<file path="config.mk">
export PLATFORM = sky130hd
export DESIGN_NAME = division_unit
export DESIGN_NICKNAME = d
export VERILOG_FILES = /design/src/rtl/division_unit_pkg.sv /design/src/rtl/division_unit_step.sv /design/src/rtl/division_unit.sv
export SDC_FILE = /design/constraint.sdc
export NUM_CORES = 1
export LEC_CHECK = 0
export ABC_AREA = 1
export CAP_MARGIN = 20
export CORE_ASPECT_RATIO = 1.4
export CORE_MARGIN = 1
export CORE_UTILIZATION = 30
export DETAILED_ROUTE_END_ITERATION = 6
export HOLD_SLACK_MARGIN = 0.03
export PLACE_DENSITY_LB_ADDON = 0.3
export REMOVE_ABC_BUFFERS = 1
export SLEW_MARGIN = 20
export SYNTH_ARGS = -nofsm -noshare
export SYNTH_HDL_FRONTEND = slang
export SYNTH_SLANG_ARGS = --single-unit
</file>
<file path="constraint.sdc">
create_clock -name CLK -period 1.84 [get_ports CLK]
set_input_delay 0.184 -clock CLK [delete_from_list [all_inputs] [get_ports CLK]]
set_output_delay 0.184 -clock CLK [all_outputs]
set_load 0.005 [all_outputs]
</file>
<file path="src/rtl/division_unit_pkg.sv">
// Purpose: shared encodings and sizing for the iterative RISC-V M-extension divider.
// Latency: n/a (definitions only).
// Backpressure: n/a (definitions only).
package division_unit_pkg;

    // Default operand/result width; one restoring step per bit.
    localparam int DIV_DATA_WIDTH = 32;

    // Iteration counter width: must reach DATA_WIDTH-1 with headroom.
    localparam int DIV_CNT_W = $clog2(DIV_DATA_WIDTH) + 1;

    // Operation encodings as delivered by the decoder.
    typedef enum logic [1:0] {
        OP_DIV  = 2'b00,
        OP_DIVU = 2'b01,
        OP_REM  = 2'b10,
        OP_REMU = 2'b11
    } div_op_e;

    // Controller states, kept as plain constants for legacy netlists.
    typedef logic [1:0] div_state_t;
    localparam div_state_t ST_IDLE = 2'd0;
    localparam div_state_t ST_ITER = 2'd1;
    localparam div_state_t ST_FIX  = 2'd2;
    localparam div_state_t ST_DONE = 2'd3;

    // Signed ops have OP[0] clear (DIV, REM).
    function automatic logic op_is_signed(input logic [1:0] op);
        return ~op[0];
    endfunction

    // Remainder ops have OP[1] set (REM, REMU).
    function automatic logic op_is_rem(input logic [1:0] op);
        return op[1];
    endfunction

endpackage

</file>
<file path="src/rtl/division_unit_step.sv">
// Purpose: one restoring-division step on magnitudes: shift {rem, quo} left, trial-subtract divisor.
// Latency: purely combinational.
// Backpressure: none; the caller decides when to register the result.
module division_step
    import division_unit_pkg::*;
#(
    parameter int DATA_WIDTH = DIV_DATA_WIDTH
) (
    input  logic [DATA_WIDTH:0]   rem_in,
    input  logic [DATA_WIDTH-1:0] quo_in,
    input  logic [DATA_WIDTH-1:0] divisor,
    output logic [DATA_WIDTH:0]   rem_out,
    output logic [DATA_WIDTH-1:0] quo_out
);

    logic [DATA_WIDTH+1:0] shifted;
    logic [DATA_WIDTH+1:0] diff;
    logic                  fits;

    // Shift in the next dividend bit, subtract, and keep the difference only when it is non-negative.
    always_comb begin
        shifted = {rem_in, quo_in[DATA_WIDTH-1]};
        diff    = shifted - {2'b00, divisor};
        fits    = ~diff[DATA_WIDTH+1];
        rem_out = fits ? diff[DATA_WIDTH:0] : shifted[DATA_WIDTH:0];
        quo_out = {quo_in[DATA_WIDTH-2:0], fits};
    end

endmodule

</file>
<file path="src/rtl/division_unit.sv">
// Purpose: iterative DIV/DIVU/REM/REMU for the execute stage; stalls the front end while busy.
// Latency: DATA_WIDTH+2 cycles START to RESULT_VALID (1 for div-by-zero/overflow with DIVISION_UNIT_FAST_PATH_EN).
// Backpressure: STALL_REQ held from the accepting cycle through FIX; FLUSH aborts to IDLE at the next edge.
module division_unit
    import division_unit_pkg::*;
#(
    parameter int DATA_WIDTH = DIV_DATA_WIDTH
) (
    input  logic                  CLK,
    input  logic                  RST_N,
    input  logic                  START,
    input  logic [1:0]            OP,
    input  logic [DATA_WIDTH-1:0] DIVIDEND,
    input  logic [DATA_WIDTH-1:0] DIVISOR,
    input  logic                  FLUSH,
    output logic                  STALL_REQ,
    output logic                  RESULT_VALID,
    output logic [DATA_WIDTH-1:0] RESULT
);

    localparam int                    CNT_W    = $clog2(DATA_WIDTH) + 1;
    localparam logic [CNT_W-1:0]      LAST_CNT = CNT_W'(DATA_WIDTH - 1);
    localparam logic [DATA_WIDTH-1:0] MOST_NEG = {1'b1, {(DATA_WIDTH-1){1'b0}}};
    localparam logic [DATA_WIDTH-1:0] ALL_ONES = {DATA_WIDTH{1'b1}};

    // RISC-V mandated results for the two corner cases; remainder of x/0 is x itself.
    function automatic logic [DATA_WIDTH-1:0] special_result(
        input logic                  is_rem,
        input logic                  by_zero,
        input logic [DATA_WIDTH-1:0] dvd
    );
        if (by_zero) begin
            return is_rem ? dvd : ALL_ONES;
        end
        return is_rem ? {DATA_WIDTH{1'b0}} : MOST_NEG;
    endfunction

    div_state_t            state;
    logic [CNT_W-1:0]      cnt;
    logic [DATA_WIDTH:0]   rem;
    logic [DATA_WIDTH-1:0] quo;
    logic [DATA_WIDTH-1:0] dvs;
    logic [DATA_WIDTH-1:0] dvd_raw;
    logic [DATA_WIDTH-1:0] result_q;
    logic [1:0]            op_q;
    logic                  neg_quo;
    logic                  neg_rem;
    logic                  zero_q;
    logic                  ovf_q;

    logic                  in_signed;
    logic                  a_neg;
    logic                  b_neg;
    logic [DATA_WIDTH-1:0] a_abs;
    logic [DATA_WIDTH-1:0] b_abs;
    logic                  in_zero;
    logic                  in_ovf;

    logic [DATA_WIDTH:0]   rem_nxt;
    logic [DATA_WIDTH-1:0] quo_nxt;
    logic [DATA_WIDTH-1:0] quo_fix;
    logic [DATA_WIDTH-1:0] rem_fix;
    logic [DATA_WIDTH-1:0] fix_res;

    // Operand decode: magnitudes for the unsigned core; abs(most-negative) wraps to 2^(W-1) as intended.
    always_comb begin
        in_signed = op_is_signed(OP);
        a_neg     = in_signed & DIVIDEND[DATA_WIDTH-1];
        b_neg     = in_signed & DIVISOR[DATA_WIDTH-1];
        a_abs     = a_neg ? -DIVIDEND : DIVIDEND;
        b_abs     = b_neg ? -DIVISOR  : DIVISOR;
        in_zero   = (DIVISOR == '0);
        in_ovf    = in_signed & (DIVIDEND == MOST_NEG) & (DIVISOR == ALL_ONES);
    end

    division_step #(
        .DATA_WIDTH (DATA_WIDTH)
    ) u_step (
        .rem_in  (rem),
        .quo_in  (quo),
        .divisor (dvs),
        .rem_out (rem_nxt),
        .quo_out (quo_nxt)
    );

    // Sign correction of the magnitude result, with the corner cases overriding it.
    always_comb begin
        quo_fix = neg_quo ? -quo : quo;
        rem_fix = neg_rem ? -rem[DATA_WIDTH-1:0] : rem[DATA_WIDTH-1:0];
        if (zero_q || ovf_q) begin
            fix_res = special_result(op_is_rem(op_q), zero_q, dvd_raw);
        end else begin
            fix_res = op_is_rem(op_q) ? rem_fix : quo_fix;
        end
    end

    // Controller and datapath registers; FLUSH abandons work but leaves RESULT alone.
    always_ff @(posedge CLK) begin
        if (!RST_N) begin
            state    <= ST_IDLE;
            cnt      <= '0;
            rem      <= '0;
            quo      <= '0;
            dvs      <= '0;
            dvd_raw  <= '0;
            op_q     <= '0;
            neg_quo  <= 1'b0;
            neg_rem  <= 1'b0;
            zero_q   <= 1'b0;
            ovf_q    <= 1'b0;
            result_q <= '0;
        end else if (FLUSH) begin
            state <= ST_IDLE;
            cnt   <= '0;
        end else begin
            case (state)
                ST_IDLE: begin
                    if (START) begin
                        op_q    <= OP;
                        neg_quo <= a_neg ^ b_neg;
                        neg_rem <= a_neg;
                        zero_q  <= in_zero;
                        ovf_q   <= in_ovf;
                        dvd_raw <= DIVIDEND;
                        dvs     <= b_abs;
                        quo     <= a_abs;
                        rem     <= '0;
                        cnt     <= '0;
`ifdef DIVISION_UNIT_FAST_PATH_EN
                        if (in_zero || in_ovf) begin
                            result_q <= special_result(op_is_rem(OP), in_zero, DIVIDEND);
                            state    <= ST_DONE;
                        end else begin
                            state <= ST_ITER;
                        end
`else
                        state <= ST_ITER;
`endif
                    end
                end
                ST_ITER: begin
                    rem <= rem_nxt;
                    quo <= quo_nxt;
                    cnt <= cnt + 1'b1;
                    if (cnt == LAST_CNT) begin
                        state <= ST_FIX;
                    end
                end
                ST_FIX: begin
                    result_q <= fix_res;
                    state    <= ST_DONE;
                end
                ST_DONE: begin
                    state <= ST_IDLE;
                end
                default: begin
                    state <= ST_IDLE;
                end
            endcase
        end
    end

    // Stall is raised combinationally on acceptance and released in DONE so the instruction can retire.
    always_comb begin
        STALL_REQ    = ((state == ST_IDLE) & START & ~FLUSH & RST_N)
                     | (state == ST_ITER)
                     | (state == ST_FIX);
        RESULT_VALID = (state == ST_DONE);
        RESULT       = result_q;
    end

endmodule

</file>
==> impl_summary.log <==
INFO  metric cellLeakagePower = 0.0104 uW
INFO  metric cts.clk_slew.worst_paths = 0.07 ns
INFO  metric hold_ws = 0.188 ns
INFO  metric power.ir.vdd_worst = 0.696 mV
INFO  metric syn_avg_cell_area = 5.89 um2
INFO  metric synth_async_sr_flop_share = 0
INFO  metric post_synth_main_area_contributors = dfxtp_1, nand2_1, a21oi_1, inv_1, nand3_1
INFO  metric sequential_cell_area_fraction_in_the_yosys_report = 0.250
INFO  metric globalplace.congestion = 0.959
INFO  metric core_region_area = 45800 um2
INFO  metric finalInstanceArea = 22500 um2
INFO  metric finalCritPeriodShare = 1.24
INFO  metric crit_fanout = 6
INFO  metric holdCritPathClass = in -> reg
INFO  metric wl = 61.9 mm
INFO  metric globalRoute.totalOverflow = 0
INFO  metric number_of_inserted_diodes = 0
INFO  metric final_clock_skew = 0.0177 ns
INFO  metric fp.dieW = 184 um
INFO  metric setup_ws = -0.449 ns
INFO  metric syn_area = 13900 um2
INFO  metric synthMostInstantiatedCell = nand2_1
INFO  metric internal_power = 7810 uW
INFO  metric timing.max_slew.rel_slack = 0.449
INFO  metric ctsHoldBuffers = 0
INFO  metric setup.worst_path.end_class = register
INFO  metric yosysWarnings = 0
INFO  metric critical_path.startpoint_type = register
INFO  metric count_of_flip_flops_with_a_built_in_enable_after_synthesis = 0
INFO  metric final-setup-viol-count = 53
INFO  metric crit_path_kind = reg -> reg
INFO  metric layout.nets = 3034
INFO  metric worst_reg_to_reg_setup_slack = -0.45 ns
INFO  metric cts_made_buffers = 17
INFO  metric pwr-share-clk = 0.284
INFO  metric yosys-top-cells-count = nand2_1, inv_1, a21oi_1
INFO  metric ios = 104
INFO  metric share_comb_of_total_power = 0.381
INFO  metric worst-slew-pin-transition = 0.827 ns
INFO  metric num-fill-cells = 4557
INFO  metric proportion_of_layout_cells_with_a_drive_suffix_above_1 = 0.358
INFO  metric clockBufferDepth = 2
INFO  metric grt.total_usage = 0.254
INFO  metric post-synth-top-area-cell = dfxtp_1
INFO  metric ff_latch_area = 3560 um2
INFO  metric port-buffer-count = 103
INFO  metric syn-instance-count = 2361
INFO  metric timing.final.crit_period = 2.29 ns
INFO  metric number_of_antenna_violations_at_the_first_check_in_global_routing = 0
INFO  metric grt_setup_unrepaired = yes
INFO  metric drtAntennaViolNets = 0
INFO  metric synth_top_flop_cell = dfxtp_1
INFO  metric route.vias.total = 17800
INFO  metric firstDrtPassIters = 6
INFO  metric failed_checks = setup timing
INFO  metric place_hpwl = 46.7 mm
INFO  metric status = finished, violations left
INFO  metric post_synth_num_cell_types = 49
INFO  metric crit_arrival = 2.65 ns
INFO  metric clock.fmax = 0.437 GHz
INFO  metric vertical_die_dimension = 257 um
INFO  metric floorplan.die_area = 47300 um2
INFO  metric endpoint_required_time_on_the_critical_path = 2.21 ns
INFO  metric floorplan.initialDensity = 0.304
INFO  metric average_wire_length_per_cell_after_detail_routing = 17.5 um
INFO  metric std_cell_rows = 93
INFO  metric cts_sinks = 174
INFO  metric grt_pass1_wl = 93.3 mm
INFO  metric pin_count_of_the_biggest_net_entering_global_routing = 87
INFO  metric power.share.switching = 0.364
INFO  metric cellPowerDensity = 545 nW/um2
INFO  metric drv_slew = 0
INFO  metric grt_pass1_vias = 17600
INFO  metric netlist.area_leader.share = 0.250
INFO  metric syn2layout_area_growth = 61.7%
INFO  metric postPlaceCellArea = 19000 um2
INFO  metric maxCapViolCount = 0
INFO  metric power.net_switching = 4460 uW
INFO  metric postSynthRegisterBits = 174
INFO  metric detail_route.drc_violations = 0
INFO  metric cts_tree = built
INFO  metric dr_iter_0_viols = 1130
INFO  metric clock_insertion_delay_worst_skew = 0.46 ns
INFO  metric routed_via_density = 5.02
INFO  metric clk_root_buffer_cell = clkbuf_16
INFO  metric htree_levels = 4
INFO  metric combined_area_of_the_multi_input_logic_cells = 10700 um2
INFO  metric seqPwrFrac = 0.335
INFO  metric finalHoldViolations = 0
## per-stage QoR
step,setup TNS [ns],cells,setup slack (ns),utilization,power [uW]
floorplan,-330.43,2260,-3.79,-,5980
CTS,-12.81,3521,-0.408,0.464,11900
global placement,-36.09,3456,-0.704,0.415,8070
global route,-19.22,3549,-0.557,0.491,12800
finish,-13.65,3549,-0.449,0.491,12300
detailed placement,-39.59,3456,-0.716,0.415,8100
## worst paths after layout
check,startpoint,end,cells past startpoint
max,dvs[18]$_SDFFE_PN0P_,rem[12]$_SDFFE_PN0P_,16
min,DIVISOR[1],dvs[1]$_SDFFE_PN0P_,4
max reg2reg,dvs[18]$_SDFFE_PN0P_,rem[12]$_SDFFE_PN0P_,16
min reg2reg,ovf_q$_SDFFE_PN0P_,ovf_q$_SDFFE_PN0P_,2
## sequential cells by signal, summed over array words and instances, names as in the netlist
| register | flops |
|---|---|
| dvs | 32 |
| zero_q | 1 |
| op_q | 1 |
| neg_quo | 1 |
| quo | 32 |
| cnt | 6 |
| ovf_q | 1 |
| RESULT | 32 |
| state | 2 |
| neg_rem | 1 |
| dvd_raw | 32 |
| rem | 33 |
## final cells by class
cell class | count | share of cell area
Clock buffer | 19 | 0.0197
Clock inverter | 11 | 0.00384
Inverter | 321 | 0.0555
Multi-Input combinational cell | 1765 | 0.476
Sequential cell | 174 | 0.158
Tap cell | 617 | 0.0343
Timing Repair Buffer | 642 | 0.252
## metal layers
| layer | vias to the layer above | wire, um | track usage |
|---|---|---|---|
| met5 | - | 0 | 0 |
| met2 | 457 | 32500 | 0.471 |
| li1 | 8865 | - | - |
| met4 | 0 | 4250 | 0.179 |
| met3 | 179 | 1810 | 0.0227 |
| met1 | 8322 | 23400 | 0.267 |
## worst max-delay path, cell delays in order (launching register included)
cell and delay [ns]:
dfxtp_1 0.31, inv_2 0.10, ha_4 0.22, nand2_1 0.05, nand2_1 0.07, nand2_2 0.08
nand2_4 0.06, a21oi_4 0.19, nor2_4 0.06, nor2_4 0.13, buf_6 0.12, nand3_4 0.15
buf_12 0.18, buf_16 0.13, nand3_2 0.07, nand3_1 0.08, a21oi_1 0.19
## what timing repair did
action | CTS | global route
gates cloned | 7 | 2
setup buffers | 30 | 30
resized for setup | 333 | 291
endpoints found under the setup margin | 85 | 102
pin swaps | 79 | 120
## power by group through the flow
stage          Combinational, uW  Sequential (uW)  Clock (uW)
6_report                    4670             4110        3490
5_1_grt                     5050             4140        3650
4_1_cts                     4310             4090        3530
3_5_place_dp                3930             4170           0
3_3_place_gp                3910             4160           0
2_1_floorplan               1810             4160           0
## kinds of logic (layout without fill, tap and decap cells)
kind of cell    count (synthesis)  count (layout)  share of synthesized area
fa+ha+maj                      43              43                     0.0392
simple gates                 1154            1154                      0.362
xor+xnor                       47              47                     0.0296
buf+inv                       422             993                      0.122
flops                         174             174                      0.250
compound gates                521             521                      0.197
## layout by cell type (no fill, tap or decap), types with 40 or more instances in the layout
cell type / synthesis / routed
a21oi_1: 246 / 203
a21oi_2: 2 / 42
buf_4: 2 / 472
clkdlybuf4s50_1: 0 / 94
dfxtp_1: 174 / 128
dfxtp_2: 0 / 40
inv_1: 312 / 255
inv_2: 6 / 45
nand2_1: 571 / 491
nand2_2: 7 / 69
nand3_1: 212 / 124
nand3_2: 6 / 80
nor2_1: 221 / 176
o21ai_0: 210 / 177
Note: power is estimated with default switching activity, not from simulation.
